$ cat src/rtl/uart_rx_frame_ctrl_pkg.sv
// Shared types for the UART RX framing path: FSM states, error codes and
// the default sync marker.
package uart_pkg;

  localparam logic [7:0] SYNC_BYTE_DEF = 8'hA5;

  typedef enum logic [2:0] {
    HUNT    = 3'd0,
    LEN     = 3'd1,
    PAYLOAD = 3'd2,
    CHK     = 3'd3,
    DRAIN   = 3'd4
  } state_t;

  typedef enum logic [2:0] {
    ERR_FRAMING  = 3'd0,
    ERR_LENGTH   = 3'd1,
    ERR_CHECKSUM = 3'd2,
    ERR_TIMEOUT  = 3'd3,
    ERR_OVERRUN  = 3'd4
  } err_code_t;

endpackage

$ cat src/rtl/uart_frame_buf.sv
// Payload store: DEPTH x 8 register array, one synchronous write port and
// one combinational read port. Contents are not reset.
module uart_frame_buf #(
  parameter int DEPTH = 16,
  parameter int AW    = 5
) (
  input  logic          clk,
  input  logic          we,
  input  logic [AW-1:0] widx,
  input  logic [7:0]    wdata,
  input  logic [AW-1:0] ridx,
  output logic [7:0]    rdata
);

  // Only the low bits that can address DEPTH entries are used for indexing.
  localparam int IW = (DEPTH > 1) ? $clog2(DEPTH) : 1;

  logic [7:0] mem_q [DEPTH];
  logic [7:0] mem_d [DEPTH];

  // Next-state of the array: copy, then overlay the written entry.
  always_comb begin
    mem_d = mem_q;
    if (we) mem_d[widx[IW-1:0]] = wdata;
  end

  // Array storage.
  always_ff @(posedge clk) begin
    mem_q <= mem_d;
  end

  // Combinational read.
  always_comb begin
    rdata = mem_q[ridx[IW-1:0]];
  end

endmodule

$ cat src/rtl/uart_rx_frame_ctrl.sv
// Frame sequencer for the uart_rx byte stream: hunts for SYNC_BYTE, captures
// LEN / payload / CHK, and releases the payload on a valid/ready stream only
// once the checksum passes. Errors pulse frame_err with err_code.
// Optional inter-byte timeout: define UART_RX_FRAME_CTRL_TIMEOUT_EN.
module uart_rx_frame_ctrl
  import uart_pkg::*;
#(
  parameter logic [7:0] SYNC_BYTE    = SYNC_BYTE_DEF,
  parameter int         MAX_LEN      = 16,
  parameter int         LEN_W        = $clog2(MAX_LEN + 1),
  parameter int         TIMEOUT_CLKS = 104_160
) (
  input  logic       clk,
  input  logic       rst,
  input  logic [7:0] rx_data,
  input  logic       rx_get,
  input  logic       rx_error,
  output logic [7:0] m_data,
  output logic       m_valid,
  input  logic       m_ready,
  output logic       m_last,
  output logic       frame_ok,
  output logic       frame_err,
  output logic [2:0] err_code,
  output logic       busy
);

  state_t           state_q, state_d;
  logic             rx_get_q;
  logic [LEN_W-1:0] len_q, len_d;
  logic [LEN_W-1:0] idx_q, idx_d;
  logic [LEN_W-1:0] rd_q, rd_d;
  logic [7:0]       acc_q, acc_d;
  logic             frame_ok_q, frame_ok_d;
  logic             frame_err_q, frame_err_d;
  logic [2:0]       err_code_q, err_code_d;

  logic             byte_stb;
  logic             buf_we;
  logic [7:0]       buf_rdata;
  logic [LEN_W-1:0] len_last;
  logic [7:0]       chk_sum;
  logic             hs;
  logic             tmo_hit;

  // rx_get is a level; only its rising edge marks a new byte.
  assign byte_stb = rx_get & ~rx_get_q;
  assign len_last = len_q - LEN_W'(1);
  assign chk_sum  = acc_q + rx_data;
  assign hs       = m_valid & m_ready;

`ifdef UART_RX_FRAME_CTRL_TIMEOUT_EN
  localparam int TW = (TIMEOUT_CLKS > 1) ? $clog2(TIMEOUT_CLKS) : 1;
  logic [TW-1:0] tmo_q, tmo_d;

  // Inter-byte timer: runs only while a frame is being collected.
  always_comb begin
    if (byte_stb || state_q == HUNT || state_q == DRAIN) tmo_d = '0;
    else                                                 tmo_d = tmo_q + TW'(1);
  end

  // A byte arriving on the expiry cycle takes precedence over the timeout.
  assign tmo_hit = !byte_stb && (state_q == LEN || state_q == PAYLOAD || state_q == CHK)
                   && (tmo_q == TW'(TIMEOUT_CLKS - 1));

  // Timer register.
  always_ff @(posedge clk) begin
    if (rst) tmo_q <= '0;
    else     tmo_q <= tmo_d;
  end
`else
  assign tmo_hit = 1'b0;
`endif

  uart_frame_buf #(
    .DEPTH (MAX_LEN),
    .AW    (LEN_W)
  ) u_buf (
    .clk   (clk),
    .we    (buf_we),
    .widx  (idx_q),
    .wdata (rx_data),
    .ridx  (rd_q),
    .rdata (buf_rdata)
  );

  // State and datapath registers; rx_get_q resets high so a level already
  // present at reset is not mistaken for a fresh byte.
  always_ff @(posedge clk) begin
    if (rst) begin
      state_q     <= HUNT;
      rx_get_q    <= 1'b1;
      len_q       <= '0;
      idx_q       <= '0;
      rd_q        <= '0;
      acc_q       <= '0;
      frame_ok_q  <= 1'b0;
      frame_err_q <= 1'b0;
      err_code_q  <= '0;
    end else begin
      state_q     <= state_d;
      rx_get_q    <= rx_get;
      len_q       <= len_d;
      idx_q       <= idx_d;
      rd_q        <= rd_d;
      acc_q       <= acc_d;
      frame_ok_q  <= frame_ok_d;
      frame_err_q <= frame_err_d;
      err_code_q  <= err_code_d;
    end
  end

  // Next-state, checksum accumulation, buffer writes and error classification.
  always_comb begin
    state_d     = state_q;
    len_d       = len_q;
    idx_d       = idx_q;
    rd_d        = rd_q;
    acc_d       = acc_q;
    frame_ok_d  = 1'b0;
    frame_err_d = 1'b0;
    err_code_d  = ERR_FRAMING;
    buf_we      = 1'b0;
    case (state_q)
      HUNT: begin
        // Bad bytes and noise are silently skipped while hunting.
        if (byte_stb && !rx_error && rx_data == SYNC_BYTE) state_d = LEN;
      end
      LEN: begin
        if (byte_stb) begin
          if (rx_error) begin
            frame_err_d = 1'b1;
            err_code_d  = ERR_FRAMING;
            state_d     = HUNT;
          end else if (rx_data == 8'h00 || rx_data > 8'(MAX_LEN)) begin
            frame_err_d = 1'b1;
            err_code_d  = ERR_LENGTH;
            state_d     = HUNT;
          end else begin
            len_d   = rx_data[LEN_W-1:0];
            acc_d   = rx_data;
            idx_d   = '0;
            state_d = PAYLOAD;
          end
        end
      end
      PAYLOAD: begin
        if (byte_stb) begin
          if (rx_error) begin
            frame_err_d = 1'b1;
            err_code_d  = ERR_FRAMING;
            state_d     = HUNT;
          end else begin
            buf_we = 1'b1;
            acc_d  = acc_q + rx_data;
            idx_d  = idx_q + LEN_W'(1);
            if (idx_q == len_last) state_d = CHK;
          end
        end
      end
      CHK: begin
        if (byte_stb) begin
          if (rx_error) begin
            frame_err_d = 1'b1;
            err_code_d  = ERR_FRAMING;
            state_d     = HUNT;
          end else if (chk_sum == 8'h00) begin
            frame_ok_d = 1'b1;
            rd_d       = '0;
            state_d    = DRAIN;
          end else begin
            frame_err_d = 1'b1;
            err_code_d  = ERR_CHECKSUM;
            state_d     = HUNT;
          end
        end
      end
      DRAIN: begin
        if (hs) begin
          if (rd_q == len_last) state_d = HUNT;
          else                  rd_d    = rd_q + LEN_W'(1);
        end
        // A byte arriving before the payload is drained is lost; the
        // current frame keeps draining.
        if (byte_stb) begin
          frame_err_d = 1'b1;
          err_code_d  = ERR_OVERRUN;
        end
      end
      default: state_d = HUNT;
    endcase
    if (tmo_hit) begin
      frame_err_d = 1'b1;
      err_code_d  = ERR_TIMEOUT;
      state_d     = HUNT;
    end
  end

  // Outputs decoded from registered state; m_data is zero outside DRAIN.
  always_comb begin
    m_valid   = (state_q == DRAIN);
    m_data    = m_valid ? buf_rdata : 8'h00;
    m_last    = m_valid && (rd_q == len_last);
    busy      = (state_q != HUNT);
    frame_ok  = frame_ok_q;
    frame_err = frame_err_q;
    err_code  = err_code_q;
  end

endmodule

$ cat config.mk
export PLATFORM = sky130hd
export DESIGN_NAME = uart_rx_frame_ctrl
export DESIGN_NICKNAME = d
export VERILOG_FILES = /design/src/rtl/uart_rx_frame_ctrl_pkg.sv /design/src/rtl/uart_frame_buf.sv /design/src/rtl/uart_rx_frame_ctrl.sv
export SDC_FILE = /design/constraint.sdc
export NUM_CORES = 1
export LEC_CHECK = 0
export ABC_AREA = 1
export ABC_CLOCK_PERIOD_IN_PS = 4700
export BUFFER_PORTS_ARGS = -buffer_cell sky130_fd_sc_hd__buf_2
export CAP_MARGIN = 20
export CELL_PAD_IN_SITES_DETAIL_PLACEMENT = 2
export CELL_PAD_IN_SITES_GLOBAL_PLACEMENT = 2
export CORE_MARGIN = 8
export CORE_UTILIZATION = 42
export CTS_CLUSTER_DIAMETER = 100
export DETAILED_ROUTE_END_ITERATION = 16
export PLACE_DENSITY_LB_ADDON = 0.25
export SLEW_MARGIN = 15
export SYNTH_ARGS = -nofsm -noshare
export SYNTH_HDL_FRONTEND = slang
export SYNTH_HIERARCHICAL = 1
export SYNTH_SLANG_ARGS = --single-unit
$ cat constraint.sdc
create_clock -name clk -period 4.7 [get_ports clk]
set_input_delay 0.47 -clock clk [delete_from_list [all_inputs] [get_ports clk]]
set_output_delay 0.47 -clock clk [all_outputs]
set_load 0.01 [all_outputs]
### Word level (Yosys, flattened, before mapping)

Index checks and enable logic that the tools add are counted.

| operators by class | value |
|---|---|
| $add $sub $neg | 4 |
| magnitude comparators | 4 |
| equality and inequality tests | 20 |
| mux-type cells | 60 |
| bitwise operators | 9 |
| reductions and logical operators | 17 |

Operator list:

| operator | count |
|---|---|
| bitwise mux 128 bit | 1 |
| two-way mux 8 bit | 9 |
| two-way mux 5 bit | 10 |
| two-way mux 3 bit | 11 |
| binary-select mux 8 bit (select 4 bit) | 1 |
| demux 8 bit (select 4 bit) | 1 |
| inequality test 2 bit (second input constant) | 10 |
| case mux 5 bit (2 select lines) | 2 |
| zero test 8 bit | 2 |
| two-way mux 1 bit | 16 |
| case mux 8 bit (2 select lines) | 1 |
| case mux 3 bit (5 select lines) | 1 |
| AND reduction 6 bit | 2 |
| adder 5 x 1 -> 5 bit (second input constant) | 2 |
| equality test 5 bit | 2 |
| >= comparator 5 bit (second input constant) | 2 |
| two-way mux 2 bit | 5 |
| inverter 4 -> 5 bit | 2 |
| case mux 3 bit (3 select lines) | 1 |
| adder 8 bit | 1 |
| equality test 8 bit (second input constant) | 1 |
| > comparator 8 x 5 -> 1 bit (second input constant) | 1 |
| AND reduction 7 bit | 1 |
| equality test 3 x 2 -> 1 bit (second input constant) | 2 |
| 17 further kinds | 27 |

| storage, ports and cells | value |
|---|---|
| flip-flop bits (word level) | 160 |
| input bits | 13 |
| output and inout bits | 16 |
| word-level logic and storage cells | 139 |

### Longest topological paths before layout

Gate-level depths: netlist of run 1.

| depth | value |
|---|---|
| depth after elaboration | 6 |
| gate-level depth with buffers | 16 |
| mapped depth without buffers | 16 |

### Modules after synthesis

Netlist of run 1, hierarchy kept.

By module, submodules not included:

| module | instances | cells each | area each (sq um) | sequential area each (sq um) |
|---|---|---|---|---|
| uart_frame_buf | 1 | 544 | 5609.1 | 3843.7 |
| uart_rx_frame_ctrl | 1 | 365 | 2287.2 | 640.6 |

### Least setup slack after synthesis of run 1

No wires, ideal clock.

| timing | value |
|---|---|
| kind | input port to flip-flop |
| from | input rx_data[0] |
| to | register rd_q[1] |
| setup time | 0.125 ns |
| arrival | 1.970 ns |
| required time | 4.575 ns |
| slack | 2.604 ns |
| stages on the path | 14 |
| buffers on the path | 0 |
| cells stage by stage | ha_1 -> fa_1 -> nand2_1 -> nand2_1 -> nand3_1 -> nand2_1 -> nand2_1 -> nand2_1 -> nor2_2 -> nand2_1 -> nand2_2 -> nand3_1 -> nand2_1 -> nor2_2 |

| on the way | value |
|---|---|
| word-level cells in the longest chain between the ends | 4 |

RTL lines:

| item | RTL line | source |
|---|---|---|
| start: declaration | uart_rx_frame_ctrl.sv:15 | `input logic [7:0] rx_data,` |
| adder 8 bit | uart_rx_frame_ctrl.sv:49 | `assign chk_sum = acc_q + rx_data;` |
| zero test 8 bit | uart_rx_frame_ctrl.sv:167 | `end else if (chk_sum == 8'h00) begin` |
| inequality test 2 bit (no source line) | n/a |  |
| AND reduction 6 bit (no source line) | n/a |  |
| end signal: assignment | uart_rx_frame_ctrl.sv:105 | `rd_q <= rd_d;` |
| end: declaration | uart_rx_frame_ctrl.sv:32 | `logic [LEN_W-1:0] rd_q, rd_d;` |

Every way passes these cells.
A chain may end at the register's enable or synchronous reset.

### Worst setup path in the final report of run 1

| timing | value |
|---|---|
| from | register rd_q[0] |
| to | output m_data[2] |

| on the way | value |
|---|---|
| word-level cells in the longest chain between the ends | 5 |

RTL lines:

| item | RTL line | source |
|---|---|---|
| inverter 4 -> 5 bit (not written as such) | uart_frame_buf.sv:34 | `rdata = mem_q[ridx[IW-1:0]];` |
| binary-select mux 8 bit (select 4 bit) | uart_frame_buf.sv:34 |  |
| two-way mux 8 bit (not written as such) (2 in series) | uart_frame_buf.sv:34 |  |
| named net buf_rdata[2] | uart_rx_frame_ctrl.sv:40 | `logic [7:0] buf_rdata;` |
| two-way mux 8 bit | uart_rx_frame_ctrl.sv:202 | `m_data = m_valid ? buf_rdata : 8'h00;` |
| end: declaration | uart_rx_frame_ctrl.sv:18 | `output logic [7:0] m_data,` |

The timed path passes the listed nets, and every way through them passes these cells. The select of a mux whose other input is x is not followed.

==> summary.txt, run 1 <==
Global route
  – Met1 usage: 29.0%
  – Met2 Track Usage GR: 42.2%
  – Initial antenna violation count: 1
  – Largest net degree at the start of global routing: 71
  – Vias in the first global route: 7205
  – GRT Util Overall: 24.1%
  – Met3 layer usage reported by global route: 3.61%
  – GRT busiest layer: met2
  – Total gr overflow: 0
  – Global-route wire length before repair: 43000 µm

Placed design
  – Placed Area: 0.00816 mm²
  – DP HPWL: 17200 µm
  – I/O Buffers: 28
  – Placed insts: 1145
  – Placer congestion estimate: 0.836
  – Placement Setup Slack: 1810 ps

Final layout
  – Share of layout cells above drive strength 1: 9.32%
  – Nets@finish: 955
  – Final Instance Area: 0.00873 mm²
  – Area of the multi-input gates: 0.00262 mm²
  – ANT cells: 0
  – Register area: 0.00449 mm²
  – Util after Layout: 47.0%
  – Fill count: 2039
  – Fin cells: 1178
  – Area grow syn2layout: 10.6%

Run status
  – Run status: finished, final reports clean

Route
  – WL per Instance: 23.4 µm
  – Vias/cell: 5.46
  – Final WL: 27500 µm
  – Iteration-0 DRC Markers: 394
  – Final ANT Viol Nets: 0
  – DRC: 0
  – First drt pass iteration count: 5
  – Vias: 6433

Hold path
  – Hold endpoint: rx_get_q
  – Hold WC Path Type: primary input to register
  – Hold Path Depth: 3
  – Worst Hold Launch: rx_get

Floorplanning
  – Die X: 153 µm
  – Core Rows: 50
  – Die extent in y: 153 µm
  – # IOs: 29
  – Core area: 0.0186 mm²
  – Starting Density: 42.5%
  – Die ar.: 0.0234 mm²

Pwr
  – P_leak: 3.83 nW
  – Seq pwr share: 43.6%
  – Pwr/cell area: 418 mW/mm²
  – Pint: 2.53 mW
  – Total power: 3.64 mW
  – Switching Share: 30.7%
  – Comb power frac: 18.9%
  – Psw: 1.12 mW
  – Clock group share of total power: 37.5%
  – IR drop worst, VDD: 0.276 mV

Clocking
  – CTS tree: yes
  – Htree depth: 4
  – Clock Path Buffers: 2
  – Clock-pin slew on the worst setup and hold paths: 60 ps
  – CTS Root Cell: clkbuf_16
  – CTS buffer count: 17
  – Post-CTS setup buffers: 0
  – Worst-Skew Late Latency: 430 ps
  – Hold buffers post-CTS: 0
  – Sink Count: 160
  – CTS-repair resized insts: 0

Synthesis
  – Synth Warn #: 6
  – Top cells by count, synth: 259 x nand2_1, 146 x inv_1, 131 x nand3_1
  – Mean Syn Cell Area: 8.69 µm²
  – Largest area contributor in the netlist: edfxtp_1
  – Primary FF master, synth: edfxtp_1
  – Synthesis-stage register bit count: 160
  – Sequential area share after synthesis: 56.8%
  – Async SR Flop Fraction: 0%
  – Cells after Synth: 909
  – Synth top area cells: edfxtp_1 49%, nand2_1 12%, nand3_1 8.3%
  – Synth top area share: 48.7%
  – Netlist Area Pre-Place: 0.00790 mm²
  – Number of flops mapped to enable cells by yosys: 128
  – Most numerous cell in the Yosys netlist: nand2_1
  – Post-Syn Nets: 933
  – Yosys cell types: 37

Timing
  – Setup ws final: 1510 ps
  – Final period util: 67.9%
  – RSZ-0062 raised after global routing: false
  – TNS Setup: 0 ps
  – Worst-margin pin slew: 1040 ps
  – Fin. max-slew vios: 0
  – Final-report hold violation count: 0
  – Crit path time final: 3190 ps
  – Setup Viol. Count Final: 0
  – Worst clock skew: 8.58 ps
  – Hold_ws: 262 ps
  – Max Clock Freq: 313 MHz
  – Max_slew headroom: 30.2%

Critical path
  – Setup CP Type: register to primary output
  – Reg2Reg Depth: 6
  – CP required: 4230 ps
  – R2r endpoint: u_buf/mem_q[89]
  – CP endpoint kind: primary output
  – Reg2reg start: state_q[1]
  – Reg2Reg Setup Slack: 1620 ps
  – CP arrival: 2720 ps
  – CP Launch Type: register
  – CP Max Fanout: 49

Job
  – Max_cap viols: 0
[area by class of cell]
cell class / count / share of cell area [%]
flip-flops and latches: 160 / 51.4
repair buffers: 34 / 2.16
well taps: 234 / 3.35
clock inverters: 12 / 1.36
clock buffers: 20 / 5.00
inverters: 155 / 6.72
multi-input cells: 563 / 30.0
[routing by layer]
layer,part of all wire [%],vias up
met4,2.9,0
met3,3.4,50
li1,-,2961
met1,43,3265
met5,0,-
met2,51,157
[registers in the layout, indices dropped and copies added, names as in the netlist]
signal,flops
acc_q,8
err_code,3
frame_err,1
frame_ok,1
idx_q,5
len_q,5
rd_q,5
rx_get_q,1
state_q,3
u_buf/mem_q,128
[cells by family (layout without fill, tap and decap cells)]
logic type,count (synthesis),in the layout,share of synthesized area [%]
AO/OA/AOI/OAI,44,44,3.03
adder cells (fa/ha/maj),11,11,1.84
multiplexers,1,1,0.127
XOR/XNOR,10,10,1.11
AND/OR/NAND/NOR,497,497,27.1
flip-flops,160,160,56.8
buffers and inverters,186,221,10.0
[power groups by stage]
stage | sequential [mW] | clock [mW] | combinational, mW
5_1_grt | 1.59 | 1.44 | 0.759
2_1_floorplan | 1.61 | 0 | 0.462
4_1_cts | 1.59 | 1.39 | 0.694
6_report | 1.59 | 1.37 | 0.690
3_5_place_dp | 1.62 | 0 | 0.677
3_3_place_gp | 1.61 | 0 | 0.627
[worst max-delay path, stage by stage (launching register included)]
cell and delay (ps):
dfxtp_2 330, inv_2 700, buf_4 380, nand2_1 110
nand3_1 130, nand3_1 110, nand3_1 150, nand2_1 110
inv_1 60, nor2_1 40, buf_2 160
[how the worst max path moves through the flow]
| stage | startpoint | to |
|---|---|---|
| after global routing | rd_q[0] | m_data[2] |
| after detailed placement | rx_get | u_buf/mem_q[89] |
| final | rd_q[0] | m_data[2] |
| after CTS | rd_q[0] | m_data[2] |
| after global placement | rx_data[0] | rd_q[0] |
| after floorplan | rx_data[0] | rd_q[1] |
[cells in the final DEF (no fill, tap or decap), types with 2 or more instances in the layout]
cell        synthesis  final
nand2_1           259    259
inv_1             146    146
nand3_1           131    131
edfxtp_1          128    128
nor2_1             74     74
dfxtp_1            32     31
buf_2              14     28
a21oi_1            21     21
o21ai_0            18     18
clkbuf_16           0     17
ha_1               10     10
inv_2               8      8
xor2_1              8      8
nand3b_1            6      6
nor2_2              6      6
nand4_1             6      6
clkinv_2            0      5
buf_4               3      5
clkinvlp_4          0      4
nand2_2             3      3
clkbuf_1            5      3
or2_0               2      2
nor3_1              2      2
nand3_2             2      2
or2_1               2      2
xnor2_1             2      2
bufinv_16           0      2
Note: power is estimated with default switching activity, not from simulation.
==> inputs of run 2 (changes only) <==
- ABC_CLOCK_PERIOD_IN_PS: 4700 -> 3100
- CORE_UTILIZATION: 42 -> 39
- clock period: 4.7 -> 3.1 ns (I/O delays scaled with it)
==> summary.txt, run 2 (synthesis gave the netlist of run 1 again) <==
Run status
  – Run status: finished, final reports clean (unchanged)

Final layout
  – Share of layout cells above drive strength 1: 10.7% (was 9.32%)
  – Util after Layout: 44.6% (was 47.0%)
  – Biggest regs: u_buf/mem_q (128), acc_q (8) (unchanged)
  – Fill count: 2293 (was 2039)
  – Leading cell type in the layout, fill and taps excluded: nand2_1 (unchanged)
  – Reg with most FFs: u_buf/mem_q (unchanged)
  – Area grow syn2layout: 13.2% (was 10.6%)
  – Nets@finish: 971 (was 955)
  – ANT cells: 0 (unchanged)
  – Most frequent cells in the layout: 259 x nand2_1, 146 x inv_1, 131 x nand3_1 (unchanged)
  – Fin cells: 1230 (was 1178)
  – Max FFs per register: 128 (unchanged)
  – Final Instance Area: 0.00894 mm² (was 0.00873 mm²)

Critical path
  – Bufs and invs on worst path: 3 (was 4)
  – Crit path top cell by count: nand2_1 (was nand3_1)
  – CP required: 2790 ps (was 4230 ps)
  – CP Launch Type: register (unchanged)
  – CP Max Fanout: 70 (was 49)
  – CP cell instances: buf_4 -> nand2_1 -> nand2_1 -> nand2_1 -> nand3_1 -> nand3_1 -> nand2_1 -> inv_1 -> nor2_1 -> buf_2 (was inv_2 -> buf_4 -> nand2_1 -> nand3_1 -> nand3_1 -> nand3_1 -> nand2_1 -> inv_1 -> nor2_1 -> buf_2)
  – Setup CP Type: register to primary output (unchanged)
  – CP delay by family, top: buffers and inverters (unchanged)
  – Worst path slowest cell: buf_4 (was inv_2)
  – CP arrival: 2450 ps (was 2720 ps)
  – CP endpoint kind: primary output (unchanged)
  – Max incr delay on CP: 650 ps (was 700 ps)

Timing
  – Max Clock Freq: 362 MHz
  – Setup ws final: 336 ps (was 1510 ps)
  – Hold_ws: 88.2 ps (was 262 ps)
  – TNS Setup: 0 ps (unchanged)
  – Max_slew headroom: 43.0% (was 30.2%)
  – Final-report hold violation count: 0 (unchanged)
  – Setup Viol. Count Final: 0 (unchanged)
  – Crit path time final: 2760 ps
  – Final period util: 89.2%
  – Fin. max-slew vios: 0 (unchanged)
  – RSZ-0062 raised after global routing: false (unchanged)
  – Worst-margin pin slew: 851 ps (was 1040 ps)
  – Worst clock skew: 9.84 ps (was 8.58 ps)

Pwr
  – Pwr/cell area: 625 mW/mm² (was 418 mW/mm²)
  – Total power: 5.59 mW (was 3.64 mW)
  – P_leak: 3.94 nW (was 3.83 nW)
  – IR drop worst, VDD: 0.395 mV (was 0.276 mV)

Floorplanning
  – Starting Density: 39.4% (was 42.5%)
  – Die extent in y: 158 µm (was 153 µm)
  – Die X: 158 µm (was 153 µm)
  – Core area: 0.0200 mm² (was 0.0186 mm²)
  – Die ar.: 0.0251 mm² (was 0.0234 mm²)
  – # IOs: 29 (unchanged)
  – Core Rows: 52 (was 50)

Clocking
  – Post-CTS setup buffers: 0 (unchanged)
  – Clock Path Buffers: 2 (unchanged)
  – CTS-repair resized insts: 0 (unchanged)
  – Worst-Skew Late Latency: 430 ps (about the same)
  – CTS buffer count: 17 (unchanged)
  – CTS tree: yes (unchanged)
  – Hold buffers post-CTS: 0 (unchanged)
  – Htree depth: 4 (unchanged)
  – Clock-pin slew on the worst setup and hold paths: 60 ps (about the same)
  – Sink Count: 160 (unchanged)
  – CTS Root Cell: clkbuf_16 (unchanged)

Global route
  – Initial antenna violation count: 1 (unchanged)
  – GRT Util Overall: 22.2% (was 24.1%)
  – Largest net degree at the start of global routing: 71 (unchanged)
  – Global-route wire length before repair: 41200 µm (was 43000 µm)
  – Total gr overflow: 0 (unchanged)
  – Vias in the first global route: 7043 (was 7205)

Route
  – First drt pass iteration count: 5 (unchanged)
  – Vias/cell: 5.15 (was 5.46)
  – WL per Instance: 21.4 µm (was 23.4 µm)
  – Vias: 6339 (was 6433)
  – DRC: 0 (unchanged)
  – Iteration-0 DRC Markers: 421 (was 394)
  – Final ANT Viol Nets: 0 (unchanged)
  – Final WL: 26300 µm (was 27500 µm)

Hold path
  – Hold WC Path Type: primary input to register (unchanged)

Placed design
  – DP HPWL: 18100 µm (was 17200 µm)
  – Placed Area: 0.00835 mm² (was 0.00816 mm²)
  – I/O Buffers: 28 (unchanged)
  – Placed insts: 1198 (was 1145)
  – Placer congestion estimate: 0.810 (was 0.836)
  – Placement Setup Slack: 626 ps (was 1810 ps)

Job
  – Max_cap viols: 0 (unchanged)
## run 2: changes by cell type in the layout (fill, tap and decap cells not counted), sizes merged
cell / before / now
buf: 34 / 50
clkinvlp: 4 / 2
bufinv: 2 / 3
clkbuf: 20 / 21
## run 2: per-layer routing
| layer | part of all wire, % | track usage, % | vias to the layer above |
|---|---|---|---|
| met4 | 2.1 | 7.95 | 2 |
| li1 | - | - | 2978 |
| met2 | 51 | 38.2 | 126 |
| met1 | 43 | 27.3 | 3198 |
| met3 | 4.1 | 4.13 | 35 |
| met5 | 0.030 | 0 | - |
## run 2: final cells by class
type                            count  area, µm²  share of cell area [%]
Clock inverter                     11        140                    1.57
Multi-Input combinational cell    563       2620                    29.3
Timing Repair Buffer               50        318                    3.56
Inverter                          155        587                    6.56
Tap cell                          270        338                    3.78
Sequential cell                   160       4490                    50.2
Clock buffer                       21        450                    5.04
## run 2: worst min-delay path: stages
cell     delay, ps
buf_2           70
inv_1           50
nand2_1         50
## run 2: power breakdown
part           switching (mW)  internal, mW  leakage [nW]
logic                   0.735         0.311          2.25
clock network           0.847          1.28         0.282
registers              0.0530          2.36          1.41
total                    1.64          3.95          3.94
## run 2: final timing paths
check	startpoint	to	slack [ps]	cells past startpoint
max	rd_q[0]	m_data[4]	340	10
min	rx_get	rx_get_q	90	3
max reg2reg	rx_get_q	u_buf/mem_q[7]	690	7
min reg2reg	rd_q[4]	rd_q[4]	510	2
==> inputs of run 3 (changes only) <==
- CORE_UTILIZATION: 39 -> 41
- SYNTH_HIERARCHICAL: 1 -> unset
==> summary.txt, run 3 <==
Synthesis
  – Sequential area share after synthesis: 61.4% (was 56.8%)
  – Mean Syn Cell Area: 10.3 µm² (was 8.69 µm²)
  – Largest area contributor in the netlist: edfxtp_1 (unchanged)
  – Cells after Synth: 711 (was 909)
  – Synth top area share: 52.6% (was 48.7%)
  – Async SR Flop Fraction: 0% (unchanged)
  – Post-Syn Nets: 738 (was 933)
  – Yosys cell types: 37 (unchanged)
  – Synth top area cells: edfxtp_1 53%, dfxtp_1 8.8%, nor2_1 7.0% (was edfxtp_1 49%, nand2_1 12%, nand3_1 8.3%)
  – Synthesis-stage register bit count: 160 (unchanged)
  – Primary FF master, synth: edfxtp_1 (unchanged)
  – Number of flops mapped to enable cells by yosys: 128 (unchanged)
  – Most numerous cell in the Yosys netlist: nor2_1 (was nand2_1)
  – Top cells by count, synth: 136 x nor2_1, 128 x edfxtp_1, 108 x nand2_1 (was 259 x nand2_1, 146 x inv_1, 131 x nand3_1)
  – Synth Warn #: 0 (was 6)
  – Netlist Area Pre-Place: 0.00730 mm² (was 0.00790 mm²)

Timing
  – Worst-margin pin slew: 829 ps (was 851 ps)
  – Final-report hold violation count: 0 (unchanged)
  – Max Clock Freq: 349 MHz (was 362 MHz)
  – Setup Viol. Count Final: 0 (unchanged)
  – TNS Setup: 0 ps (unchanged)
  – Setup ws final: 231 ps (was 336 ps)
  – Worst clock skew: 17.8 ps (was 9.84 ps)
  – Crit path time final: 2870 ps (was 2760 ps)
  – RSZ-0062 raised after global routing: false (unchanged)
  – Final period util: 92.5% (was 89.2%)
  – Max_slew headroom: 44.7% (was 43.0%)
  – Fin. max-slew vios: 0 (unchanged)

Pwr
  – Pint: 3.80 mW (was 3.95 mW)
  – Comb power frac: 22.0% (was 18.7%)
  – Switching Share: 33.0% (was 29.3%)
  – IR drop worst, VDD: 0.379 mV (was 0.395 mV)
  – P_leak: 3.10 nW (was 3.94 nW)
  – Clock group share of total power: 34.8% (was 38.1%)
  – Total power: 5.68 mW (was 5.59 mW)
  – Pwr/cell area: 680 mW/mm² (was 625 mW/mm²)
  – Seq pwr share: 43.2% (about the same)
  – Psw: 1.88 mW (was 1.64 mW)

Placed design
  – Placer congestion estimate: 0.812 (was 0.810)
  – I/O Buffers: 28 (unchanged)
  – Placed insts: 965 (was 1198)
  – DP HPWL: 16500 µm (was 18100 µm)
  – Placement Setup Slack: 444 ps (was 626 ps)

Critical path
  – Setup crit end: m_data[4] (unchanged)
  – Critical path startpoint: rd_q[0] (unchanged)
  – Reg2Reg Setup Slack: 430 ps (was 690 ps)
  – CP arrival: 2560 ps (was 2450 ps)
  – CP Max Fanout: 67 (was 70)
  – CP endpoint kind: primary output (unchanged)
  – CP Launch Type: register (unchanged)
  – CP required: 2790 ps (about the same)
  – Reg2Reg Depth: 11 (was 7)
  – Setup CP Type: register to primary output (unchanged)
  – Reg2reg start: acc_q[0] (was rx_get_q)
  – R2r endpoint: rd_q[0] (was u_buf/mem_q[7])

Floorplanning
  – Die ar.: 0.0223 mm² (was 0.0251 mm²)
  – Core Rows: 49 (was 52)
  – Die extent in y: 149 µm (was 158 µm)
  – Starting Density: 41.2% (was 39.4%)
  – Die X: 149 µm (was 158 µm)
  – # IOs: 29 (unchanged)
  – Core area: 0.0177 mm² (was 0.0200 mm²)

Hold path
  – Hold WC Path Type: primary input to register (unchanged)

Route
  – DRC: 0 (unchanged)
  – Final ANT Viol Nets: 0 (unchanged)
  – Final WL: 24600 µm (was 26300 µm)
  – Vias: 5685 (was 6339)
  – First drt pass iteration count: 5 (unchanged)
  – Vias/cell: 5.70 (was 5.15)
  – Iteration-0 DRC Markers: 344 (was 421)
  – WL per Instance: 24.7 µm (was 21.4 µm)

Final layout
  – Biggest regs: u_buf.mem_q (128), acc_q (8) (was u_buf/mem_q (128), acc_q (8))
  – Nets@finish: 782 (was 971)
  – Most frequent cells in the layout: 136 x nor2_1, 128 x edfxtp_1, 108 x nand2_1 (was 259 x nand2_1, 146 x inv_1, 131 x nand3_1)
  – Fill count: 1844 (was 2293)
  – Max FFs per register: 128 (unchanged)
  – ANT cells: 0 (unchanged)
  – Area grow syn2layout: 14.3% (was 13.2%)
  – Leading cell type in the layout, fill and taps excluded: nor2_1 (was nand2_1)
  – Reg with most FFs: u_buf.mem_q (was u_buf/mem_q)
  – Fin cells: 997 (was 1230)
  – Share of layout cells above drive strength 1: 13.7% (was 10.7%)

Clocking
  – CTS Root Cell: clkbuf_16 (unchanged)
  – Htree depth: 4 (unchanged)
  – Hold buffers post-CTS: 0 (unchanged)
  – CTS tree: yes (unchanged)
  – Worst-Skew Late Latency: 450 ps (was 430 ps)
  – Sink Count: 160 (unchanged)
  – Post-CTS setup buffers: 0 (unchanged)
  – Clock-pin slew on the worst setup and hold paths: 70 ps (was 60 ps)
  – CTS buffer count: 17 (unchanged)
  – Clock Path Buffers: 2 (unchanged)
  – CTS-repair resized insts: 0 (unchanged)

Global route
  – GRT Util Overall: 23.4% (was 22.2%)
  – Initial antenna violation count: 0 (was 1)
  – Vias in the first global route: 6616 (was 7043)
  – Largest net degree at the start of global routing: 68 (was 71)
  – Total gr overflow: 0 (unchanged)
  – Global-route wire length before repair: 38600 µm (was 41200 µm)

Run status
  – Run status: finished, final reports clean (unchanged)

Job
  – Max_cap viols: 0 (unchanged)
==> run 3: logic make-up after synthesis <==
family / count (synthesis) / share of synthesized area (%)
buf+inv: 82 / 4.61
simple gates: 302 / 17.3
flops: 160 / 61.4
compound gates: 127 / 10.8
fa+ha+maj: 14 / 2.50
xor+xnor: 13 / 1.56
mux: 13 / 1.78
==> run 3: routing by layer <==
metal	GRT usage (%)	part of all wire, %
met1	27.5	41
met2	40.7	51
met3	4.29	4.7
met4	10.6	3.2
met5	0	0
==> run 3: layout make-up <==
type	count	area, µm²	area share [%]
timing repair buffer	56	363	4.35
sequential	160	4490	53.8
clock inverter	15	110	1.32
tap	229	287	3.43
inverter	51	191	2.29
clock buffer	17	425	5.10
multi-input combinational	469	2480	29.7
==> run 3: worst max-delay path: stages, from the launching register on <==
cell,delay [ps]
dfxtp_2,340
buf_4,630
nor2_1,110
o32ai_1,450
nand2_1,130
a31oi_1,250
buf_2,180
==> run 3: worst min-delay path by stage <==
stage,startpoint,end,depth (start not counted)
floorplan,rx_data[0],u_buf.mem_q[0],0
detailed placement,len_q[4],len_q[4],2
global placement,len_q[4],len_q[4],2
finish,rx_get,rx_get_q,3
CTS,rx_get,rx_get_q,3
global route,rx_get,rx_get_q,3
==> run 3: per-stage QoR <==
step | hold WS (ps) | utilization, % | instance area, µm²
after floorplan | 409 | - | 7300
after global placement | 460 | 44.1 | 7810
after detailed placement | 479 | 44.1 | 7810
after CTS | 62.4 | 47.1 | 8350
after global routing | 78.8 | 47.1 | 8350
final | 72.8 | 47.1 | 8350
==> run 3: power by group through the flow <==
| stage | Clock [mW] | Combinational [mW] | Sequential, mW |
|---|---|---|---|
| floorplan | 0 | 0.843 | 2.47 |
| global placement | 0 | 1.14 | 2.49 |
| detailed placement | 0 | 1.24 | 2.50 |
| CTS | 2.00 | 1.26 | 2.45 |
| global route | 2.08 | 1.39 | 2.46 |
| finish | 1.98 | 1.25 | 2.45 |
